[config.mk]
export PLATFORM = sky130hd
export DESIGN_NAME = design_03
export DESIGN_NICKNAME = d
export VERILOG_FILES = /design/src/rtl/design_03_pkg.sv /design/src/rtl/design_03_add_reg.sv /design/src/rtl/design_03.sv
export SDC_FILE = /design/constraint.sdc
export NUM_CORES = 1
export LEC_CHECK = 0
export CORE_MARGIN = 2
export CORE_UTILIZATION = 44
export CTS_CLUSTER_DIAMETER = 200
export DETAILED_ROUTE_END_ITERATION = 7
export PLACE_DENSITY_LB_ADDON = 0.12
export SLEW_MARGIN = 20
export SYNTH_ARGS = -nofsm -noshare
export SYNTH_HDL_FRONTEND = slang
export SYNTH_SLANG_ARGS = --single-unit
[constraint.sdc]
create_clock -name clk -period 1 [get_ports clk]
set_input_delay 0.2 -clock clk [delete_from_list [all_inputs] [get_ports clk]]
set_output_delay 0.2 -clock clk [all_outputs]
set_load 0.02 [all_outputs]
[src/rtl/design_03_pkg.sv]
// design_03_pkg: shared width default and handshake type for the registered adder
package design_03_pkg;
    localparam int DEFAULT_W = 16;
    typedef struct packed {
        logic                 valid;
        logic [DEFAULT_W-1:0] data;
    } hs_t;
endpackage

[src/rtl/design_03_add_reg.sv]
// design_03_add_reg: W-bit adder feeding an enable-loaded register with async active-low clear
module design_03_add_reg
    import design_03_pkg::*;
#(
    parameter int W = DEFAULT_W
) (
    input  logic         clk,
    input  logic         rst_n,
    input  logic         en,
    input  logic [W-1:0] a,
    input  logic [W-1:0] b,
    output logic [W-1:0] q
);
    // Carry-out is dropped by the W-bit destination
    always_ff @(posedge clk or negedge rst_n)
        if (!rst_n)  q <= '0;
        else if (en) q <= a + b;
endmodule

[src/rtl/design_03.sv]
// design_03: single-stage registered adder with start/valid handshake, fixed 1-cycle latency
module design_03
    import design_03_pkg::*;
#(
    parameter int W = DEFAULT_W
) (
    input  logic         clk,
    input  logic         rst_n,
    input  logic         start,
    input  logic [W-1:0] a,
    input  logic [W-1:0] b,
    output logic [W-1:0] y,
    output logic         valid
);
    always_ff @(posedge clk or negedge rst_n)
        if (!rst_n) valid <= 1'b0;
        else        valid <= start;

    design_03_add_reg #(.W(W)) u_add_reg (
        .clk   (clk),
        .rst_n (rst_n),
        .en    (start),
        .a     (a),
        .b     (b),
        .q     (y)
    );
endmodule

==> impl_metrics.ini <==
[power_and_ir_drop]
seqPwrFrac_pct = 25.3
net-switching-power_mw = 1.57
leakage_nw = 1.31
p_sw_share_pct = 41.3
max-vdd-ir-drop_uv = 1120
intPower_mw = 2.24
power.share.combinational_pct = 63.0
power_density_mw_per_mm2 = 1280
p_total_mw = 3.81
clkPwrFrac_pct = 11.8

[die]
floorplan.die_area_sq_mm = 0.00378
floorplan.io_pins = 52
die_w_um = 61.5
die_h_um = 61.5
starting_utilization_of_the_core_area_pct = 46.8
coreArea_sq_mm = 0.00310
fp-row-count = 20

[logic_synthesis]
synth.yosys.seq_area_share_pct = 29.3
synth_area_leaders = sky130_fd_sc_hd__dfrtp_1 29%, sky130_fd_sc_hd__ha_1 13%, sky130_fd_sc_hd__mux2_2 5.4%
edff_count_synth = 0
ys_async_sr_fraction_pct = 100
yosysWarningCount = 0
avgSynthCellArea_sq_um = 9.75
post_synthesis_sequential_element_count = 17
mappedNetlistArea_sq_mm = 0.00145
synth_top_flop_cell = sky130_fd_sc_hd__dfrtp_1
synth_top_cell_area_share_pct = 29.3
syn_inst = 149
postSynthNetCount = 200
yosys.area.top_type = sky130_fd_sc_hd__dfrtp_1
post_synth_num_cell_types = 47

[setup_path]
crit_path_start_kind = input port
cpMaxStageDelayCell = sky130_fd_sc_hd__fa_2
critical_path.max_stage_delay_ns = 0.39
path_delay_family = adder cells
timing.critical_path.buf_inv = 2
rr_startpoint = u_add_reg.q[10]
cp_data_arrival_time_ns = 1.87
timing.critical_path.cells = buf_6 -> ha_4 -> fa_2 -> a21oi_4 -> o211ai_4 -> buf_6 -> a21o_1 -> mux2i_1 -> nand3_1
timing_worst_setup_path_type = input port to flop
path_max_fanout = 4
timing.critical_path.required_ns = 1.21
worst_setup_path_startpoint = a[0]
critical_path.most_common_cell = sky130_fd_sc_hd__buf_6
nature_of_the_critical_path_endpoint = flop

[clocking]
clk_path_buf_depth = 2
cts.root.buffer_cell = sky130_fd_sc_hd__clkbuf_4
clkTransAtPathRegs_ns = 0.13
clock_sinks = 17
htreeDepth = 1
clock_tree_from_tritoncts = yes
clk_latency_ns = 0.33
cts_bufs_inserted = 3

[global_route]
gr-total-overflow = 0
grt_pass1_wl_um = 9800
grt_pass1_vias = 2022
initial_antenna_violation_count = 0
grt_util_all_layers_pct = 37.1
maximum_number_of_pins_on_one_net_before_global_route_repair = 18

[timing]
tightest_slew_ns = 0.439
fmax_mhz = 603
slew-limit-headroom_pct = 70.4
setup_ws_ns = -0.659
layout_min_cycle_time_ns = 1.66
setup_viol = 31
layout_worst_path_cycle_share_pct = 166
finalClockSkew_ns = 0
final_max_slew_viol_count = 0
rsz0062_at_grt = true
setup-tns-final_ns = -7.73
finalHoldViolations = 0

[detailed_routing]
post-route-drc-count = 0
totalWireLength_um = 8730
via_count = 2111
drt-initial-drc-count = 235
drt_pre_antenna_iters = 5
drt-wirelength-per-cell_um = 27.9
route.antenna.remaining_nets = 0
detail_route.vias_per_cell = 6.74

[final_layout]
layout.nets = 321
post_route_cells_drive_above_1_share_pct = 60.2
design_area_sq_mm = 0.00297
layout_common_cells = 57 x sky130_fd_sc_hd__buf_4, 30 x sky130_fd_sc_hd__buf_6, 17 x sky130_fd_sc_hd__dfrtp_1
antenna-diode-count = 0
final_cell_count_no_fill = 313
mostFrequentLayoutCell = sky130_fd_sc_hd__buf_4
syn2layout_area_growth_pct = 105

[placed_design]
place_ws_ns = -1.21
detailed_place.area_sq_mm = 0.00241
port-buffer-count = 51
hpwlAfterDp_um = 3590
gp_routability_congestion = 0.891
place_inst = 278

[min_path]
timing.hold.worst.class = input port to asynchronous set/reset pin

[status]
violations_in_the_final_reports = setup timing
outcome = finished, violations left

[job]
max_cap_violations = 0
## power by group through the flow
stage / Combinational (mW) / Clock, mW / Sequential (mW)
after floorplan: 0.668 / 0 / 1.08
final: 2.40 / 0.448 / 0.962
after detailed placement: 1.63 / 0 / 0.920
after CTS: 1.94 / 0.427 / 0.932
after global routing: 2.47 / 0.448 / 0.960
after global placement: 1.58 / 0 / 0.908
## area by class of cell
| cell class | instances | area (sq um) |
|---|---|---|
| clock inverters | 1 | 5.00 |
| multi-input cells | 121 | 1350 |
| fillers | 70 | 130 |
| inverters | 7 | 26.3 |
| well taps | 44 | 55.1 |
| clock buffers | 3 | 22.5 |
| flip-flops and latches | 17 | 425 |
| repair buffers | 120 | 1090 |
## stage by stage
| step | utilization (%) | hold slack, ns |
|---|---|---|
| detailed placement | 77.6 | 0.500 |
| floorplan | - | -0.0956 |
| CTS | 90.6 | 0.202 |
| global placement | 77.6 | 0.473 |
| global route | 95.8 | 0.233 |
| finish | 95.8 | 0.219 |
## sequential cells by signal (all words and copies together), names as in the netlist
| name | cells |
|---|---|
| u_add_reg.q | 16 |
| valid | 1 |
## Yosys cell counts (all sizes together) (2+ instances only)
| cell type | instances |
|---|---|
| a211oi | 3 |
| a21o | 2 |
| a21oi | 17 |
| a31oi | 4 |
| and2 | 2 |
| and3 | 3 |
| clkbuf | 3 |
| dfrtp | 17 |
| ha | 15 |
| inv | 7 |
| mux2 | 7 |
| mux2i | 2 |
| nand2 | 13 |
| nand3 | 4 |
| nand4 | 4 |
| nor2 | 6 |
| nor2b | 2 |
| nor3b | 2 |
| o211ai | 3 |
| o21a | 2 |
| o21ai | 5 |
| o311ai | 2 |
| xnor2 | 6 |
| xor2 | 2 |
## cells by family (layout without fill, tap and decap cells)
kind of cell	Yosys count	count (layout)	share of synthesized area [%]
AO/OA/AOI/OAI	48	48	25.1
adder cells (fa/ha/maj)	16	16	14.3
flip-flops	17	17	29.3
AND/OR/NAND/NOR	40	40	14.9
multiplexers	9	9	6.80
buffers and inverters	11	131	4.74
XOR/XNOR	8	8	4.82
## routing by layer
| metal | vias to the layer above | track usage (%) | wire [um] | part of all wire, % |
|---|---|---|---|---|
| li1 | 805 | - | - | - |
| met1 | 960 | 38.1 | 2850 | 33 |
| met2 | 253 | 65.3 | 3980 | 46 |
| met3 | 93 | 10.1 | 988 | 11 |
| met4 | 0 | 25.2 | 906 | 10 |
| met5 | - | 0 | 0 | 0 |
## worst paths after layout
kind | endpoint | slack [ns] | cells after the start
setup reg to reg | u_add_reg.q[10] | -0.12 | 3
hold reg to reg | u_add_reg.q[1] | 0.61 | 1
max in group asynchronous | valid | 0.64 | 2
hold / removal | u_add_reg.q[15] | 0.22 | 2
setup / recovery | u_add_reg.q[14] | -0.66 | 9
min in group clk | u_add_reg.q[0] | 0.25 | 3
## worst reg2reg max path, stage by stage, from the launching register on
cell and delay [ns]:
sky130_fd_sc_hd__dfrtp_1 0.44, sky130_fd_sc_hd__buf_4 0.15, sky130_fd_sc_hd__buf_4 0.13, sky130_fd_sc_hd__mux2_2 0.29
## what timing repair did
item / CTS / global route
hold endpoints to repair: 0 / 0
gates cloned: 1 / 0
gates resized for setup: 207 / 30
endpoints found under the setup margin: 33 / 30
hold buffers: 0 / 0
buffers inserted: 20 / 14
pin swaps: 43 / 25
Note: power is estimated with default switching activity, not from simulation.
